File: config.mk
export PLATFORM = sky130hd
export DESIGN_NAME = spi_flash_icache
export DESIGN_NICKNAME = d
export VERILOG_FILES = /design/src/rtl/femto_cache_pkg.sv /design/src/rtl/spi_flash_icache_store.sv /design/src/rtl/spi_flash_icache.sv
export SDC_FILE = /design/constraint.sdc
export NUM_CORES = 1
export LEC_CHECK = 0
export ABC_CLOCK_PERIOD_IN_PS = 6800
export BUFFER_PORTS_ARGS = -buffer_cell sky130_fd_sc_hd__buf_2
export CORE_ASPECT_RATIO = 1.4
export CORE_MARGIN = 2
export CORE_UTILIZATION = 45
export CTS_CLUSTER_DIAMETER = 150
export DETAILED_ROUTE_END_ITERATION = 10
export PLACE_DENSITY_LB_ADDON = 0.25
export SYNTH_ARGS = -nofsm -noshare
export SYNTH_HDL_FRONTEND = slang
export SYNTH_SLANG_ARGS = --single-unit
File: constraint.sdc
create_clock -name clk -period 6.8 [get_ports clk]
set_input_delay 1.7 -clock clk [delete_from_list [all_inputs] [get_ports clk]]
set_output_delay 1.7 -clock clk [all_outputs]
set_load 0.005 [all_outputs]
File: src/rtl/femto_cache_pkg.sv
// Shared types and helpers for the SPI flash instruction cache.
package femto_cache_pkg;

  // Widest tag the line record can carry; narrower tags are zero-extended.
  localparam int TAG_W_MAX = 32;

  typedef enum logic [1:0] {
    IDLE = 2'd0,
    REQ  = 2'd1,
    WAIT = 2'd2
  } state_t;

  typedef struct packed {
    logic                 valid;
    logic [TAG_W_MAX-1:0] tag;
    logic [31:0]          data;
  } line_t;

  // Index width for a power-of-two line count (at least one bit).
  function automatic int idx_w(input int lines);
    return (lines > 1) ? $clog2(lines) : 1;
  endfunction

endpackage

File: src/rtl/spi_flash_icache_store.sv
// Line storage: valid/tag/data flops, combinational lookup, single write port
// and a bulk valid clear.
module spi_flash_icache_store
  import femto_cache_pkg::*;
#(
  parameter int LINES  = 32,
  parameter int ADDR_W = 20
) (
  input  logic              clk,
  input  logic              resetn,
  input  logic [ADDR_W-1:0] lk_addr,
  output logic              hit,
  output logic [31:0]       hit_data,
  input  logic              wr_en,
  input  logic [ADDR_W-1:0] wr_addr,
  input  logic              wr_valid,
  input  logic [31:0]       wr_data,
  input  logic              inv
);

  localparam int IDX_W = idx_w(LINES);
  localparam int TAG_W = ADDR_W - IDX_W;

  logic [LINES-1:0] valid_q;
  logic [TAG_W-1:0] tag_q  [LINES];
  logic [31:0]      data_q [LINES];

  logic [IDX_W-1:0] lk_idx, wr_idx;
  logic [TAG_W-1:0] lk_tag, wr_tag;
  line_t            cur_line;

  assign lk_idx = lk_addr[IDX_W-1:0];
  assign lk_tag = lk_addr[ADDR_W-1:IDX_W];
  assign wr_idx = wr_addr[IDX_W-1:0];
  assign wr_tag = wr_addr[ADDR_W-1:IDX_W];

  // Valid bits: reset and bulk clear win over a fill in the same cycle.
  always_ff @(posedge clk or negedge resetn) begin
    if (!resetn) begin
      valid_q <= '0;
    end else if (inv) begin
      valid_q <= '0;
    end else if (wr_en) begin
      valid_q[wr_idx] <= wr_valid;
    end
  end

  // Tag and data are written on every fill and are never reset.
  always_ff @(posedge clk) begin
    if (wr_en) begin
      tag_q[wr_idx]  <= wr_tag;
      data_q[wr_idx] <= wr_data;
    end
  end

  // Combinational lookup on the live CPU address.
  always_comb begin
    cur_line.valid = valid_q[lk_idx];
    cur_line.tag   = TAG_W_MAX'(tag_q[lk_idx]);
    cur_line.data  = data_q[lk_idx];
    hit            = cur_line.valid && (cur_line.tag == TAG_W_MAX'(lk_tag));
    hit_data       = cur_line.data;
  end

endmodule

File: src/rtl/spi_flash_icache.sv
// Direct-mapped one-word-per-line read cache in front of the SPI flash
// controller. Hits answer the cycle after the strobe; misses issue one flash
// read and fill the line.
module spi_flash_icache
  import femto_cache_pkg::*;
#(
  parameter int LINES  = 32,
  parameter int ADDR_W = 20,
  parameter int CNT_W  = 16
) (
  input  logic              clk,
  input  logic              resetn,
  input  logic [ADDR_W-1:0] word_address,
  input  logic              rstrb,
  output logic [31:0]       rdata,
  output logic              rbusy,
  input  logic              invalidate,
  output logic [ADDR_W-1:0] flash_word_address,
  output logic              flash_rstrb,
  input  logic [31:0]       flash_rdata,
  input  logic              flash_rbusy,
  output logic [CNT_W-1:0]  hit_count,
  output logic [CNT_W-1:0]  miss_count
);

  state_t            state_q, state_d;
  logic [31:0]       rdata_d;
  logic              rbusy_d;
  logic              flash_rstrb_d;
  logic [ADDR_W-1:0] flash_addr_d;
  logic              poison_q, poison_d;
  logic              hit_inc, miss_inc;
  logic              fill_en, fill_valid;
  logic              hit;
  logic [31:0]       hit_data;

  spi_flash_icache_store #(
    .LINES  (LINES),
    .ADDR_W (ADDR_W)
  ) u_store (
    .clk      (clk),
    .resetn   (resetn),
    .lk_addr  (word_address),
    .hit      (hit),
    .hit_data (hit_data),
    .wr_en    (fill_en),
    .wr_addr  (flash_word_address),
    .wr_valid (fill_valid),
    .wr_data  (flash_rdata),
    .inv      (invalidate)
  );

  // An invalidate seen while a miss is outstanding must keep that fill invalid.
  assign fill_valid = ~(poison_q | invalidate);

  // State and registered outputs.
  always_ff @(posedge clk or negedge resetn) begin
    if (!resetn) begin
      state_q            <= IDLE;
      rdata              <= '0;
      rbusy              <= 1'b0;
      flash_rstrb        <= 1'b0;
      flash_word_address <= '0;
      poison_q           <= 1'b0;
    end else begin
      state_q            <= state_d;
      rdata              <= rdata_d;
      rbusy              <= rbusy_d;
      flash_rstrb        <= flash_rstrb_d;
      flash_word_address <= flash_addr_d;
      poison_q           <= poison_d;
    end
  end

  // Next-state and next-output decode; the flash address doubles as the
  // latched miss address used for the fill.
  always_comb begin
    state_d       = state_q;
    rdata_d       = rdata;
    rbusy_d       = rbusy;
    flash_rstrb_d = 1'b0;
    flash_addr_d  = flash_word_address;
    poison_d      = poison_q | invalidate;
    hit_inc       = 1'b0;
    miss_inc      = 1'b0;
    fill_en       = 1'b0;
    case (state_q)
      IDLE: begin
        poison_d = 1'b0;
        if (rstrb) begin
          if (hit) begin
            rdata_d = hit_data;
            hit_inc = 1'b1;
          end else begin
            flash_addr_d  = word_address;
            rbusy_d       = 1'b1;
            flash_rstrb_d = 1'b1;
            miss_inc      = 1'b1;
            poison_d      = invalidate;
            state_d       = REQ;
          end
        end
      end
      REQ: begin
        state_d = WAIT;
      end
      WAIT: begin
        if (!flash_rbusy) begin
          fill_en = 1'b1;
          rdata_d = flash_rdata;
          rbusy_d = 1'b0;
          state_d = IDLE;
        end
      end
      default: begin
        state_d = IDLE;
      end
    endcase
  end

  // Saturating performance counters.
  always_ff @(posedge clk or negedge resetn) begin
    if (!resetn) begin
      hit_count  <= '0;
      miss_count <= '0;
    end else begin
      if (hit_inc && (hit_count != {CNT_W{1'b1}}))
        hit_count <= hit_count + CNT_W'(1);
      if (miss_inc && (miss_count != {CNT_W{1'b1}}))
        miss_count <= miss_count + CNT_W'(1);
    end
  end

endmodule

Word level (Yosys, flattened, before mapping):

Memory sizes are Yosys's and may differ from the RTL's.
Cells that the tools add are included.

* bits in writable memories: 1504
* memories kept: 2
* bits of input ports: 57
* word-level logic and storage cells: 71
* bits in registers: 121

Memory list
* u_store.data_q: depth 32, bits a word 32, read ports 1, clocked after memory_dff 0, write ports 1, RTL line spi_flash_icache_store.sv:26 `logic [31:0] data_q [LINES];`
* u_store.tag_q: depth 32, bits a word 15, read ports 1, clocked after memory_dff 0, write ports 1, RTL line spi_flash_icache_store.sv:25 `logic [TAG_W-1:0] tag_q [LINES];`

* multiplexer cells: 32
* add/sub/neg operators: 2
* bitwise operators: 3
* magnitude comparators: 3
* reductions and logical operators: 11
* equal/unequal tests: 9

Operators with widths (count)
* 32-bit two-way mux: 5
* 32-bit case mux with 2 select lines: 1
* 16-bit by 1-bit adder with 16-bit output, second input constant: 2
* 32-bit bitwise mux: 1
* 16-bit != test, second input constant: 2
* 1-bit two-way mux: 18
* 15-bit equality test: 1
* 5-bit by 6-bit < comparator with 1-bit output, second input constant: 2
* 2-bit != test, second input constant: 4
* 4-bit AND reduction: 2
* 2-bit two-way mux: 3
* 2-bit case mux with 3 select lines: 1
* 3-bit AND reduction: 2
* 1-bit binary-select mux with 5-bit select: 1
* 1-bit demux with 5-bit select: 1
* 5-bit by 1-bit >= comparator with 1-bit output, second input constant: 1
* 1-bit logical AND: 4
* 2-bit nonzero test: 2
* 2-bit by 1-bit equality test with 1-bit output, second input constant: 1
* 2-bit equality test, second input constant: 1
* 2-bit logical NOT: 1
* 1-bit inverter: 2
* 1-bit case mux with 2 select lines: 1
* 1-bit bitwise OR: 1

Logic depth before layout (Yosys ltp):

* word-level depth: 7
* gate-level depth with buffers: 17
* gate-level depth less buffers: 10

Cells and area by module:

Synthesis repeated with hierarchy kept, for this count alone.

* cell total of the unflattened synthesis: 2873
* area total of the unflattened synthesis: 62817.7 sq um

By module, submodules not included
* spi_flash_icache_store: area each 58796.4 sq um, cells each 2520, times used 1, seq. area each 45964.1 sq um
* spi_flash_icache: area each 4021.4 sq um, cells each 353, times used 1, seq. area each 2227.1 sq um

Least setup slack after synthesis:

No wires, ideal clock.

* kind: input to register
* start point: input flash_rbusy
* end point: memory u_store.data_q[0][0], enable pin
* cell stages on the path: 5
* path buffers: 2
* library setup time: 0.452 ns
* arrival time: 4.553 ns
* path slack: 1.795 ns
* cell sequence: nand2b_1 clkbuf_1 or3_1 clkbuf_1 nor2_1

* longest elaborated chain between the ends: 4

Ends and longest elaborated chain
* start: declaration: RTL line spi_flash_icache.sv:21 `input logic flash_rbusy,`
* 1-bit two-way mux: RTL line spi_flash_icache.sv:108 `if (!flash_rbusy) begin`
* 1-bit two-way mux: RTL line spi_flash_icache.sv:87 `case (state_q)`
* 1-bit two-way mux: RTL line spi_flash_icache_store.sv:50 `if (wr_en) begin`
* 1-bit two-way mux (not written as such): RTL line spi_flash_icache_store.sv:52 `data_q[wr_idx] <= wr_data;`
* end: declaration: RTL line spi_flash_icache_store.sv:26

Every way passes these cells.

Worst setup path after layout:

* start point: input word_address[2]
* end point: register rdata[15]

* longest elaborated chain between the ends: 5

Ends and longest elaborated chain
* start: declaration: RTL line spi_flash_icache.sv:13 `input logic [ADDR_W-1:0] word_address,`
* memory read 32 x 15 bit / 1-bit binary-select mux with 5-bit select (equally long branches)
* 15-bit equality test / 1-bit two-way mux (equally long branches): RTL line spi_flash_icache_store.sv:61, spi_flash_icache_store.sv:58
* 1-bit logical AND: RTL line spi_flash_icache_store.sv:61 `hit = cur_line.valid && (cur_line.tag == TAG_W_MAX'(lk_tag));`
* 2-bit != test (no source line)
* 4-bit AND reduction (no source line)
* end signal: assignment: RTL line spi_flash_icache.sv:67 `rdata <= rdata_d;`
* end: declaration: RTL line spi_flash_icache.sv:15 `output logic [31:0] rdata,`

Parallel ways exist; a longest one is shown, timed or not. The select of a mux whose other input is x is not followed.
A chain may end at the register's enable or synchronous reset.

==> results.sh <==
export IMPL_drt_initial_drc_count=3643
export IMPL_grt_ovfl_total=0
export IMPL_hp_class="flip-flop to flip-flop"
export IMPL_route_detailed_drc=0
export IMPL_fin_nets=3209
export IMPL_synth_nets=3000
export IMPL_yosysTopAreaCell="edfxtp_1"
export IMPL_die_w_um=320
export IMPL_clockRootBuffer="clkbuf_16"
export IMPL_setup_viol=0
export IMPL_instances_no_fill=5089
export IMPL_ys_seq_area_share_pct=76.4
export IMPL_cts_buffer_depth=3
export IMPL_yosys_top_cells_count="edfxtp_1, mux4_2, mux2i_1"
export IMPL_fp_dieArea_sq_mm=0.143
export IMPL_synth_async_reset_ratio_pct=7.45
export IMPL_leakage_nw=23.3
export IMPL_seq_power_share_pct=53.6
export IMPL_ys_dominant_reg_cell="edfxtp_1"
export IMPL_setup_tns_ns=0
export IMPL_netlist_instances=2941
export IMPL_dr_pass1_iters=5
export IMPL_drive_gt1_share_pct=27.8
export IMPL_slew_headroom_pct=27.0
export IMPL_rows=162
export IMPL_tightestPinTransition_ns=1.09
export IMPL_final_util_pct=51.5
export IMPL_whs_ns=0.484
export IMPL_synth_distinct_cells=48
export IMPL_swShare_pct=24.2
export IMPL_synth_most_common_cell="edfxtp_1"
export IMPL_dpl_instance_area_sq_mm=0.0666
export IMPL_chipHeight_um=447
export IMPL_cp_required_ns=7.40
export IMPL_place_congestion=0.799
export IMPL_power_internal_mw=17.4
export IMPL_final_area_sq_mm=0.0717
export IMPL_clock_latency_ns=0.79
export IMPL_ys_seq_elements=1625
export IMPL_startpoint_type="input port"
export IMPL_syn_cell_area_sq_mm=0.0631
export IMPL_rsz0062_at_grt="false"
export IMPL_p_clk_share_pct=37.8
export IMPL_grt_pass1_wl_um=234000
export IMPL_ctsHoldBuffers=0
export IMPL_start_util_pct=45.3
export IMPL_critPathCaptureType="flip-flop"
export IMPL_dp_cells=4799
export IMPL_dr_total_vias=31300
export IMPL_cap_viol_max_count=0
export IMPL_clock_sinks=1625
export IMPL_area_growth_pct=13.6
export IMPL_fmax_mhz=186
export IMPL_synth_area_per_cell_sq_um=21.5
export IMPL_final_max_slew_violation_count=0
export IMPL_post_dp_hpwl_um=82200
export IMPL_detail_route_antenna_nets=0
export IMPL_routed_wl_um=163000
export IMPL_core_area_sq_mm=0.139
export IMPL_cp_arrival_ns=5.99
export IMPL_status="finished, final reports clean"
export IMPL_fin_crit_ns=5.38
export IMPL_worstPathMaxFanout=90
export IMPL_finalHoldViolations=0
export IMPL_synth_edf_count=1504
export IMPL_antenna_found_initial=14
export IMPL_wl_per_cell_um=32.0
export IMPL_p_comb_share_pct=8.6
export IMPL_period_share_pct=79.2
export IMPL_htreeDepth=4
export IMPL_criticalPathCategory="input port to flip-flop"
export IMPL_power_switching_mw=5.54
export IMPL_cts_reportedPaths_clkPinSlew_ns=0.06
export IMPL_portBuffers=142
export IMPL_finClkSkew_ns=0.0217
export IMPL_viasPerCell=6.14
export IMPL_p_per_area_mw_per_mm2=320
export IMPL_cts_buffers=153
export IMPL_cts_tree="yes"
export IMPL_grtUsageTotal_pct=23.0
export IMPL_yosys_top_cells_area="edfxtp_1, mux4_2, dfrtp_1"
export IMPL_fill_cells=10700
export IMPL_cts_resized=0
export IMPL_grt_start_max_net_pins=93
export IMPL_ys_warn_count=0
export IMPL_peakVddDrop_v=0.000200
export IMPL_post_cts_buffers=0
export IMPL_pin_count=143
export IMPL_synth_top_area_share_pct=71.6
export IMPL_grt_pass1_vias=32100
## critical path: stages
cell	delay [ns]
buf_8	0.55
buf_12	0.43
mux2i_1	0.14
a22oi_1	0.21
nand2_1	0.08
o31ai_1	0.37
nor3_1	0.10
o2111ai_1	0.53
nor4_2	0.17
and2_2	0.34
buf_12	0.21
nor2_4	0.74
o22ai_1	0.17
## stage by stage
| stage | setup slack (ns) | power (mW) |
|---|---|---|
| 2_1_floorplan | 1.79 | 13.4 |
| 3_3_place_gp | 0.798 | 14.4 |
| 3_5_place_dp | 0.651 | 14.5 |
| 4_1_cts | 1.43 | 23.1 |
| 5_1_grt | 1.17 | 23.7 |
| 6_report | 1.42 | 22.9 |
## cell type report
class                           count  area, sq um  share of cell area [%]
Sequential cell                  1625        48200                    67.2
Tap cell                         1804         2260                    3.15
Clock inverter                     79          876                    1.22
Timing Repair Buffer              224         1790                    2.50
Clock buffer                      205         4200                    5.86
Inverter                            1         3.75                 0.00524
Multi-Input combinational cell   1145        14300                    20.0
Antenna cell                        6         15.0                  0.0209
## path summary, 6_finish.rpt
check                                start                endpoint  slack, ns  cells past startpoint
max                        word_address[2]               rdata[15]       1.42                     13
min                          hit_count[10]           hit_count[10]       0.48                      1
max reg2reg                     state_q[0]   u_store.tag_q[12][11]       2.92                      7
min reg2reg                  hit_count[10]           hit_count[10]       0.48                      1
max in group asynchronous           resetn  flash_word_address[16]       4.60                      2
min in group asynchronous           resetn   flash_word_address[0]       0.98                      1
## routing by layer
metal | up-vias | wire length (um) | track usage [%] | share of wire (%)
li1 | 12700 | - | - | -
met1 | 17100 | 64800 | 30.8 | 40
met2 | 1215 | 82700 | 38.7 | 51
met3 | 278 | 11000 | 3.71 | 6.8
met4 | 10 | 4330 | 7.30 | 2.7
met5 | - | 63 | 0 | 0.039
## power groups by stage
stage | sequential (mW) | combinational [mW] | clock [mW]
3_5_place_dp | 12.5 | 2.00 | 0
4_1_cts | 12.3 | 2.01 | 8.80
3_3_place_gp | 12.4 | 1.95 | 0
5_1_grt | 12.3 | 2.13 | 9.19
2_1_floorplan | 12.3 | 1.06 | 0
6_report | 12.3 | 1.98 | 8.66
## state kept, by name, indices dropped and copies added, names as in the netlist
signal / cells
flash_rstrb: 1
flash_word_address: 20
hit_count: 16
miss_count: 16
poison_q: 1
rbusy: 1
rdata: 32
state_q: 2
u_store.data_q: 1024
u_store.tag_q: 480
u_store.valid_q: 32
## cell usage in the layout (no fill, tap or decap), types with 8 or more instances in the layout
| master | count |
|---|---|
| a21oi_1 | 85 |
| a22oi_1 | 58 |
| and2_1 | 9 |
| and3_1 | 14 |
| buf_12 | 34 |
| buf_2 | 136 |
| buf_4 | 50 |
| bufinv_16 | 15 |
| clkbuf_1 | 37 |
| clkbuf_16 | 155 |
| clkbuf_8 | 13 |
| clkinv_1 | 27 |
| clkinv_2 | 20 |
| dfrtp_1 | 121 |
| edfxtp_1 | 1504 |
| mux2_2 | 26 |
| mux2i_1 | 168 |
| mux4_2 | 397 |
| nand2_1 | 66 |
| nand3_1 | 28 |
| nand4_1 | 17 |
| nor2_1 | 45 |
| nor2_4 | 33 |
| nor2b_1 | 15 |
| o21ai_0 | 36 |
| o22ai_1 | 33 |
| or3_1 | 34 |
| xnor2_1 | 31 |
| xor2_1 | 8 |
## cells by family after synthesis
family | Yosys count | synth area share, %
compound gates | 224 | 2.12
xor+xnor | 39 | 0.541
fa+ha+maj | 2 | 0.0396
buf+inv | 171 | 1.33
flops | 1625 | 76.4
mux | 593 | 17.3
simple gates | 287 | 2.26
(Power assumes the default switching activity.)
